## config.mk

```make
export PLATFORM = sky130hd
export DESIGN_NAME = ps2_key_event_queue
export DESIGN_NICKNAME = d
export VERILOG_FILES = /design/src/rtl/ps2_kb_pkg.sv /design/src/rtl/sync_fifo.sv /design/src/rtl/ps2_key_event_queue.sv
export SDC_FILE = /design/constraint.sdc
export NUM_CORES = 1
export LEC_CHECK = 0
export CORE_UTILIZATION = 62
export CTS_BUF_LIST = sky130_fd_sc_hd__clkbuf_8 sky130_fd_sc_hd__clkbuf_16
export DETAILED_ROUTE_END_ITERATION = 16
export HOLD_SLACK_MARGIN = 0.06
export PLACE_DENSITY = 0.83
export SLEW_MARGIN = 20
export SYNTH_ARGS = -nofsm -noshare
export SYNTH_HDL_FRONTEND = slang
export SYNTH_HIERARCHICAL = 1
export SYNTH_SLANG_ARGS = --single-unit
export TNS_END_PERCENT = 30
```

## constraint.sdc

```tcl
create_clock -name clk -period 6 [get_ports clk]
set_clock_uncertainty 0.05 [all_clocks]
set_input_delay 1.8 -clock clk [delete_from_list [all_inputs] [get_ports clk]]
set_output_delay 1.8 -clock clk [all_outputs]
set_load 0.03 [all_outputs]
```

## src/rtl/ps2_kb_pkg.sv

```systemverilog
// Shared PS/2 set-2 constants, event/decode types and the scan-code to hex-digit decoder.
package ps2_kb_pkg;

    localparam logic [7:0] SC_RELEASE = 8'hF0;

    localparam logic [7:0] SC_HEX_0 = 8'h45;
    localparam logic [7:0] SC_HEX_1 = 8'h16;
    localparam logic [7:0] SC_HEX_2 = 8'h1E;
    localparam logic [7:0] SC_HEX_3 = 8'h26;
    localparam logic [7:0] SC_HEX_4 = 8'h25;
    localparam logic [7:0] SC_HEX_5 = 8'h2E;
    localparam logic [7:0] SC_HEX_6 = 8'h36;
    localparam logic [7:0] SC_HEX_7 = 8'h3D;
    localparam logic [7:0] SC_HEX_8 = 8'h3E;
    localparam logic [7:0] SC_HEX_9 = 8'h46;
    localparam logic [7:0] SC_HEX_A = 8'h1C;
    localparam logic [7:0] SC_HEX_B = 8'h32;
    localparam logic [7:0] SC_HEX_C = 8'h21;
    localparam logic [7:0] SC_HEX_D = 8'h23;
    localparam logic [7:0] SC_HEX_E = 8'h24;
    localparam logic [7:0] SC_HEX_F = 8'h2B;

    typedef struct packed {
        logic       rel;
        logic [7:0] code;
    } kb_event_t;

    typedef struct packed {
        logic       is_hex;
        logic [3:0] hex;
    } hex_dec_t;

    typedef enum logic {
        ST_IDLE = 1'b0,
        ST_HELD = 1'b1
    } kb_state_t;

    function automatic hex_dec_t sc_to_hex(input logic [7:0] code);
        hex_dec_t r;
        r = '{is_hex: 1'b1, hex: 4'h0};
        case (code)
            SC_HEX_0: r.hex = 4'h0;
            SC_HEX_1: r.hex = 4'h1;
            SC_HEX_2: r.hex = 4'h2;
            SC_HEX_3: r.hex = 4'h3;
            SC_HEX_4: r.hex = 4'h4;
            SC_HEX_5: r.hex = 4'h5;
            SC_HEX_6: r.hex = 4'h6;
            SC_HEX_7: r.hex = 4'h7;
            SC_HEX_8: r.hex = 4'h8;
            SC_HEX_9: r.hex = 4'h9;
            SC_HEX_A: r.hex = 4'hA;
            SC_HEX_B: r.hex = 4'hB;
            SC_HEX_C: r.hex = 4'hC;
            SC_HEX_D: r.hex = 4'hD;
            SC_HEX_E: r.hex = 4'hE;
            SC_HEX_F: r.hex = 4'hF;
            default:  r = '0;
        endcase
        return r;
    endfunction

endpackage

```

## src/rtl/sync_fifo.sv

```systemverilog
// Generic show-ahead synchronous FIFO with occupancy count; a push into a full FIFO
// is accepted only when a pop happens in the same cycle.
module sync_fifo #(
    parameter int WIDTH = 8,
    parameter int DEPTH = 8
) (
    input  logic                     clk,
    input  logic                     rst_n,
    input  logic                     push,
    input  logic [WIDTH-1:0]         wr_data,
    input  logic                     pop,
    output logic [WIDTH-1:0]         rd_data,
    output logic                     full,
    output logic                     empty,
    output logic [$clog2(DEPTH):0]   count
);
    localparam int AW = $clog2(DEPTH);
    localparam int CW = AW + 1;

    logic [WIDTH-1:0] mem_q [DEPTH];
    logic [AW-1:0]    wr_ptr_q, wr_ptr_d, rd_ptr_q, rd_ptr_d;
    logic [CW-1:0]    count_q, count_d;
    logic             do_push, do_pop;

    assign full    = (count_q == CW'(DEPTH));
    assign empty   = (count_q == '0);
    assign count   = count_q;
    assign rd_data = mem_q[rd_ptr_q];

    // NOTE: every signal written here gets a default first, so no path leaves it unassigned (no latch).
    always_comb begin
        do_pop   = pop && !empty;
        do_push  = push && (!full || do_pop);
        wr_ptr_d = wr_ptr_q;
        rd_ptr_d = rd_ptr_q;
        count_d  = count_q;
        if (do_push) wr_ptr_d = wr_ptr_q + AW'(1);
        if (do_pop)  rd_ptr_d = rd_ptr_q + AW'(1);
        case ({do_push, do_pop})
            2'b10:   count_d = count_q + CW'(1);
            2'b01:   count_d = count_q - CW'(1);
            default: count_d = count_q;
        endcase
    end

    always_ff @(posedge clk or negedge rst_n) begin
        if (!rst_n) begin
            wr_ptr_q <= '0;
            rd_ptr_q <= '0;
            count_q  <= '0;
        end else begin
            wr_ptr_q <= wr_ptr_d;
            rd_ptr_q <= rd_ptr_d;
            count_q  <= count_d;
        end
    end

    // NOTE: storage is deliberately not reset; the count gates every read, so stale words are never visible.
    always_ff @(posedge clk) begin
        if (do_push) mem_q[wr_ptr_q] <= wr_data;
    end

endmodule

```

## src/rtl/ps2_key_event_queue.sv

```systemverilog
// PS/2 held-code to key-event queue: 2-FF sync, stability filter, press FSM, event FIFO, hex decode.
// Define KEY_RELEASE_EVENT_EN to also queue release events (FIFO widens to 9 bits).
module ps2_key_event_queue
    import ps2_kb_pkg::*;
#(
    parameter int STABLE_CYCLES = 16,
    parameter int FIFO_DEPTH    = 8
) (
    input  logic                           clk,
    input  logic                           rst_n,
    input  logic [7:0]                     kb_code,
    output logic                           evt_valid,
    input  logic                           evt_ready,
    output logic [7:0]                     evt_code,
    output logic                           evt_release,
    output logic                           evt_is_hex,
    output logic [3:0]                     evt_hex,
    output logic [$clog2(FIFO_DEPTH):0]    evt_count,
    output logic                           overflow,
    input  logic                           ovf_clr
);
    localparam int               CNT_W   = $clog2(STABLE_CYCLES + 1);
    localparam logic [CNT_W-1:0] CNT_MAX = CNT_W'(STABLE_CYCLES);
`ifdef KEY_RELEASE_EVENT_EN
    localparam int EVT_W = 9;
`else
    localparam int EVT_W = 8;
`endif

    logic [7:0]       sync1_q, sync1_d, sync2_q, sync2_d, prev_q, prev_d, acc_q, acc_d;
    logic [CNT_W-1:0] cnt_q, cnt_d;
    kb_state_t        state_q, state_d;
    logic             ovf_q, ovf_d;
    logic             accept, push;
    logic [7:0]       push_code;
    logic [EVT_W-1:0] push_word, head_word;
    logic             fifo_full, fifo_empty;
    hex_dec_t         dec;
`ifdef KEY_RELEASE_EVENT_EN
    logic             pend_q, pend_d;
    logic             push_rel;
`endif

    always_comb begin
        sync1_d = kb_code;
        sync2_d = sync1_q;
        prev_d  = sync2_q;
        cnt_d   = cnt_q;
        if (sync2_q != prev_q)     cnt_d = CNT_W'(1);
        else if (cnt_q != CNT_MAX) cnt_d = cnt_q + CNT_W'(1);
        // The equality guard stops a saturated count from accepting a value that only just changed.
        accept = (cnt_q == CNT_MAX) && (sync2_q == prev_q) && (sync2_q != acc_q);
        acc_d  = accept ? sync2_q : acc_q;
    end

    always_comb begin
        state_d   = state_q;
        push      = 1'b0;
        push_code = sync2_q;
`ifdef KEY_RELEASE_EVENT_EN
        push_rel  = 1'b0;
        pend_d    = 1'b0;
        // Second half of a direct key change: acc_q already holds the new code.
        if (pend_q) begin
            push      = 1'b1;
            push_code = acc_q;
        end
`endif
        if (accept) begin
            case (state_q)
                ST_IDLE: begin
                    if (sync2_q != '0) begin
                        push    = 1'b1;
                        state_d = ST_HELD;
                    end
                end
                ST_HELD: begin
                    if (sync2_q == '0) begin
                        state_d = ST_IDLE;
`ifdef KEY_RELEASE_EVENT_EN
                        push      = 1'b1;
                        push_code = acc_q;
                        push_rel  = 1'b1;
`endif
                    end else begin
`ifdef KEY_RELEASE_EVENT_EN
                        push      = 1'b1;
                        push_code = acc_q;
                        push_rel  = 1'b1;
                        pend_d    = 1'b1;
`else
                        push      = 1'b1;
`endif
                    end
                end
                default: state_d = ST_IDLE;
            endcase
        end
    end

    always_comb begin
        ovf_d = ovf_q;
        if (ovf_clr)                                  ovf_d = 1'b0;
        else if (push && fifo_full && !evt_ready)     ovf_d = 1'b1;
    end

    // NOTE: all state uses non-blocking assignments so each flop samples pre-edge values (no ordering races).
    always_ff @(posedge clk or negedge rst_n) begin
        if (!rst_n) begin
            sync1_q <= '0;
            sync2_q <= '0;
            prev_q  <= '0;
            cnt_q   <= '0;
            acc_q   <= '0;
            state_q <= ST_IDLE;
            ovf_q   <= 1'b0;
`ifdef KEY_RELEASE_EVENT_EN
            pend_q  <= 1'b0;
`endif
        end else begin
            sync1_q <= sync1_d;
            sync2_q <= sync2_d;
            prev_q  <= prev_d;
            cnt_q   <= cnt_d;
            acc_q   <= acc_d;
            state_q <= state_d;
            ovf_q   <= ovf_d;
`ifdef KEY_RELEASE_EVENT_EN
            pend_q  <= pend_d;
`endif
        end
    end

`ifdef KEY_RELEASE_EVENT_EN
    assign push_word   = {push_rel, push_code};
    assign evt_release = !fifo_empty && head_word[8];
`else
    assign push_word   = push_code;
    assign evt_release = 1'b0;
`endif

    sync_fifo #(
        .WIDTH (EVT_W),
        .DEPTH (FIFO_DEPTH)
    ) u_fifo (
        .clk     (clk),
        .rst_n   (rst_n),
        .push    (push),
        .wr_data (push_word),
        .pop     (evt_ready),
        .rd_data (head_word),
        .full    (fifo_full),
        .empty   (fifo_empty),
        .count   (evt_count)
    );

    assign evt_valid  = !fifo_empty;
    assign evt_code   = fifo_empty ? 8'h00 : head_word[7:0];
    assign dec        = sc_to_hex(evt_code);
    assign evt_is_hex = dec.is_hex;
    assign evt_hex    = dec.hex;
    assign overflow   = ovf_q;

endmodule
```

After elaboration in Yosys (flattened, before gate mapping):

Memory sizes are Yosys's and may differ from the RTL's.
Index checks and enable logic that the tools add are counted.

* register bits after elaboration: 49
* bits in writable memories: 64
* memories: 1

* add/subtract/negate cells: 5
* equality and inequality tests: 24
* multiplexer cells: 14
* bitwise gates (word level): 1
* reductions and logical operators: 17

Memory list
* u_fifo.mem_q: words 8, bits a word 8, read ports 1, clocked after memory_dff 0, write ports 1, RTL line sync_fifo.sv:20 `logic [WIDTH-1:0] mem_q [DEPTH];`

Operators with widths (count)
* $eq A8 B6 Y1 const B: 11
* $pmux W4 S15: 1
* $eq A8 B5 Y1 const B: 3
* $eq A8 B7 Y1 const B: 2
* $ne A8 B8 Y1: 2
* $reduce_or A16 Y1: 1
* $mux W5: 2
* $eq A8 B8 Y1: 1
* $logic_not A8 Y1: 1
* $mux W1: 8
* $mux W8: 1
* $pmux W4 S2: 1
* $reduce_bool A8 Y1: 1
* $add A3 B1 Y3 const B: 2
* $logic_and A1 B1 Y1: 6
* $reduce_bool A2 Y1: 3
* $add A5 B1 Y5 const B: 1
* $eq A5 B5 Y1 const B: 1
* $ne A5 B5 Y1 const B: 1
* $add A4 B1 Y4 const B: 1
* $eq A4 B4 Y1 const B: 1
* $logic_not A4 Y1: 1
* $sub A4 B1 Y4 const B: 1
* $logic_not A1 Y1: 3
* other kinds (5): 5

Longest topological paths before layout:

* word-level depth: 8
* gate-level depth with buffers: 15
* depth with buffers taken out: 13

Modules after synthesis:

The synthesis kept the hierarchy.

By module, submodules not included
* sync_fifo: times used 1, cells each 162, area each 3150.5 um^2
* ps2_key_event_queue: times used 1, cells each 163, area each 1860.5 um^2

Worst setup path after synthesis:

Ideal clock, no wire load.

* path kind: register -> output
* from: register u_fifo.rd_ptr_q[0]
* to: output port evt_is_hex
* arrival time: 2880 ps
* required time: 4150 ps
* slack: 1270 ps
* cell stages (with the launch flop): 10
* path buffers: 2
* path through: dfrtp_1 -> buf_6 -> buf_6 -> mux4_1 -> mux2_2 -> nor2b_2 -> and3_1 -> nand2_1 -> nand2_1 -> or4b_1

* word-level cells in the longest chain between the ends: 5
* elaborated cells on any way between the ends: 20

RTL lines
* start, declared: RTL line sync_fifo.sv:21 `logic [AW-1:0] wr_ptr_q, wr_ptr_d, rd_ptr_q, rd_ptr_d;`
* start signal, assigned: RTL line sync_fifo.sv:53 `rd_ptr_q <= rd_ptr_d;`
* $mem_v2 Z8 W8 (*)
* via head_word[2]: RTL line ps2_key_event_queue.sv:36 `logic [EVT_W-1:0] push_word, head_word;`
* $mux W8 (*): RTL line ps2_key_event_queue.sv:158 `assign evt_code = fifo_empty ? 8'h00 : head_word[7:0];`
* via evt_code[2]: RTL line ps2_key_event_queue.sv:14 `output logic [7:0] evt_code,`
* $eq A8 B6 Y1 (tied with other cells): RTL line ps2_kb_pkg.sv:41 `case (code)`
* $reduce_or A16 Y1 (no source line) (*)
* $mux W1 (*): RTL line ps2_kb_pkg.sv:41
* end, declared: RTL line ps2_key_event_queue.sv:16 `output logic evt_is_hex,`

The timed path passes the listed nets; every way through them passes the cells marked *.

Final worst setup path:

* from: register u_fifo.rd_ptr_q[0]
* to: output port evt_hex[1]

* word-level cells in the longest chain between the ends: 4
* elaborated cells on any way between the ends: 18

RTL lines
* $mem_v2 Z8 W8 (*)
* via head_word[7]: RTL line ps2_key_event_queue.sv:36
* $mux W8 (*): RTL line ps2_key_event_queue.sv:158
* $eq A8 B6 Y1 (tied with other cells): RTL line ps2_kb_pkg.sv:41
* $pmux W4 S15 (*): RTL line ps2_kb_pkg.sv:41
* end, declared: RTL line ps2_key_event_queue.sv:17 `output logic [3:0] evt_hex,`

Marked as above.

==> summary.md <==
| Metric | Value |
|---|---|
| Post-Synth Simple-Gate Area | `11.2%` |
| Sequential fraction of the synthesis area | `62.3%` |
| Mapped Avg Cell Area | `15.4 um^2` |
| Post-synth EDFFs | `64` |
| Status | `finished, final reports clean` |
| Synth Area in Compound Gates | `3.35%` |
| Slew Viols, Final | `0` |
| # H-tree levels | `3` |
| Sequential share of power | `40.5%` |
| RSZ-0062 raised after global routing | `no` |
| Placed Cells | `449` |
| Drt via density | `5.82` |
| Total CTS buffers | `9` |
| Maximum vdd drop | `0.000274 V` |
| Hold Startpoint | `sync1_q[5]$_DFF_PN0_` |
| Vias in the first global route | `2748` |
| Via count | `2704` |
| Clock period minus worst slack | `5.63 ns` |
| Die Y | `91.9 um` |
| Initial core utilization | `64.5%` |
| Global-route wire length before repair | `13700 um` |
| Synth Register Bits | `112` |
| Largest family of logic cells by synthesized area | `multiplexers` |
| Mapped Cells | `325` |
| Worst Hold Endpoint | `prev_d[5]$_DFF_PN0_` |
| WL/cell | `18.2 um` |
| Endpoint type of the worst setup path | `output pin` |
| IO Pins | `32` |
| Full die area | `0.00845 mm^2` |
| GP Congestion | `0.893` |
| Buffers on Ports | `30` |
| Critical Path Source Type | `register` |
| Area Overhead vs Synth | `11.4%` |
| Clock group share of total power | `18.5%` |
| Critical path arrival | `3.78 ns` |
| Pwr per Cell Area | `407 mW/mm^2` |
| Critical path class | `register to output pin` |
| Switching portion of total power | `36.2%` |
| Prevailing post-synth register cell | `edfxtp_1` |
| CTS root buf | `clkbuf_8` |
| Pre-antenna DRT Iters | `4` |
| Pin count of the biggest net entering global routing | `49` |
| Syn nets | `344` |
| DRC Markers | `0` |
| R2r startpoint | `prev_d[7]$_DFF_PN0_` |
| MaxCap Viol Count | `0` |
| Post-DRT Antenna Nets | `0` |
| Worst-Skew Late Latency | `0.37 ns` |
| Post-Synth XOR/XNOR Area | `4.89%` |
| Ys async rst share | `42.9%` |
| Fmax | `178 MHz` |
| Post-Syn Area | `0.00501 mm^2` |
| Final HPWL DP | `5530 um` |
| Clock-pin slew on the worst setup and hold paths | `0.11 ns` |
| Tot Pwr | `2270 uW` |
| Net count, final | `377` |
| CTS tree | `built` |
| Total wire length | `8460 um` |
| Initial DRC count | `134` |
| Post-CTS Setup Bufs | `0` |
| Sw power | `824 uW` |
| Worst EP required | `4.15 ns` |
| Hold WC Path Type | `register to register` |
| Tot GR Track Use | `22.1%` |
| Worst R2R Setup Slack | `1.99 ns` |
| Antenna Cells | `0` |
| Worst reg-to-reg path cell count | `11` |
| Layout cells sized above 1 | `15.2%` |
| Synth warn | `6` |
| Setup TNS | `0 ns` |
| Final hold viol count | `0` |
| Synth unique cells | `51` |
| Period utilisation layout | `93.9%` |
| Hold_buf cts | `0` |
| Bufs on Longest Clock Path | `2` |
| Worst r2r dst | `u_fifo/count[3]$_DFFE_PN0P_` |
| Hold path depth | `0` |
| CORE AREA | `0.00777 mm^2` |
| # setup viols final | `0` |
| Total gr overflow | `0` |
| Post-CTS Resized | `0` |
| Synth Area in Adders | `1.90%` |
| Int Pwr | `1450 uW` |
| Final Non-Filler Cells | `465` |
| Antenna violations before repair | `0` |
| Row count | `32` |
| Worst Tran Pin Value | `0.911 ns` |
| Gate power share | `41.0%` |
| Clock sink count | `112` |
| Die W | `91.9 um` |
| CP max FO | `14` |
| Max-slew headroom | `38.9%` |
| Mux cell area share after synthesis | `13.9%` |
| Leakage power | `0.00213 uW` |
## cell families (layout without fill, tap and decap cells)
family	count (synthesis)	count (layout)
buffers and inverters	22	60
AOI/OAI and AO/OA	23	23
DFF	112	112
xor gates and xnor gates	28	28
and+or+nand+nor	94	94
adders and majority gates	7	7
other	1	1
muxes	38	38
## cells in the mapped netlist (2+ instances only)
| cell type | count | area (um^2) |
|---|---|---|
| nor4_1 | 5 | 31.3 |
| buf_2 | 4 | 20.0 |
| or2_2 | 3 | 18.8 |
| nand2b_1 | 7 | 43.8 |
| nand3_1 | 12 | 60.1 |
| or3_1 | 2 | 12.5 |
| edfxtp_1 | 64 | 1920 |
| mux4_1 | 16 | 420 |
| or4b_1 | 2 | 20.0 |
| o221ai_1 | 2 | 17.5 |
| nand3b_1 | 2 | 15.0 |
| ha_1 | 6 | 75.1 |
| nor3_1 | 7 | 35.0 |
| nor4_4 | 2 | 42.5 |
| mux2_4 | 8 | 120 |
| inv_1 | 10 | 37.5 |
| buf_1 | 2 | 7.51 |
| dfrtp_1 | 48 | 1200 |
| o21ai_0 | 4 | 20.0 |
| mux2i_1 | 3 | 30.0 |
| nor2_1 | 15 | 56.3 |
| and2b_1 | 3 | 22.5 |
| mux2_2 | 11 | 124 |
| buf_6 | 4 | 45.0 |
| xnor2_1 | 7 | 61.3 |
| nor2b_1 | 8 | 50.1 |
| o22ai_1 | 2 | 12.5 |
| nand2_1 | 17 | 63.8 |
| a21oi_1 | 6 | 30.0 |
| o21ai_2 | 2 | 17.5 |
| xor2_1 | 21 | 184 |
## cell usage in the layout (no fill, tap or decap), types with 7 or more instances in the layout
master,n
clkbuf_8,11
nand2b_1,7
mux2_2,11
mux4_1,16
xor2_1,21
dfrtp_1,48
inv_1,10
clkdlybuf4s50_1,29
nand3_1,12
mux2_4,8
edfxtp_1,64
nor2_1,15
nand2_1,17
xnor2_1,7
nor2b_1,8
## routing by layer
layer  vias to the layer above  wire length (um)  track usage [%]
met2                        70              4260             36.0
met5                         -                 0                0
met4                         0               155             9.77
met3                        13               279             2.99
met1                      1343              3770             30.1
li1                       1278                 -                -
## layout make-up
class	instances	area (um^2)
clock buffers	11	151
clock inverters	5	38.8
fillers	505	2190
inverters	10	37.5
multi-input cells	191	1780
flip-flops and latches	112	3120
well taps	102	128
repair buffers	34	328
## metrics by stage
stage | hold slack [ns] | utilization (%) | setup WS (ns) | instance area, um^2
finish | 0.306 | 71.9 | 0.368 | 5580
global route | 0.315 | 71.9 | 0.187 | 5580
CTS | 0.308 | 71.8 | 0.340 | 5580
detailed placement | 0.285 | 69.4 | 0.773 | 5390
global placement | 0.281 | 69.4 | 0.857 | 5390
floorplan | 0.281 | - | 1.27 | 5010
## registers in the layout (all words and copies together), names as in the netlist, 3 cells and up
signal / count
u_fifo/mem_q: 64
u_fifo/count: 4
sync1_q: 8
cnt_q: 5
prev_q: 8
acc_q: 8
u_fifo/rd_ptr_q: 3
prev_d: 8
u_fifo/wr_ptr_q: 3
## worst max path at each step
stage	from	end	cells after the start	slack (ns)
after floorplan	u_fifo/rd_ptr_q[0]$_DFFE_PN0N_	evt_is_hex	9	1.27
after global placement	u_fifo/rd_ptr_q[0]$_DFFE_PN0N_	evt_is_hex	9	0.86
after detailed placement	u_fifo/rd_ptr_q[0]$_DFFE_PN0N_	evt_hex[1]	8	0.77
after CTS	u_fifo/rd_ptr_q[0]$_DFFE_PN0N_	evt_hex[1]	8	0.34
after global routing	u_fifo/rd_ptr_q[0]$_DFFE_PN0N_	evt_hex[1]	8	0.19
final	u_fifo/rd_ptr_q[0]$_DFFE_PN0N_	evt_hex[1]	8	0.37
## critical path, cell delays in order (launching register included)
cell	delay [ns]
dfrtp_1	0.47
buf_4	0.30
mux4_1	0.59
mux2_2	0.33
nor3b_2	0.26
nor3b_1	0.43
a22oi_1	0.16
o221ai_1	0.18
clkdlybuf4s50_1	0.69
## power by group through the flow
stage | sequential [uW] | clock (uW) | combinational [uW]
2_1_floorplan | 920 | 0 | 699
3_3_place_gp | 937 | 0 | 910
3_5_place_dp | 940 | 0 | 926
4_1_cts | 923 | 431 | 930
5_1_grt | 929 | 459 | 1000
6_report | 921 | 421 | 932
(Power assumes the default switching activity.)
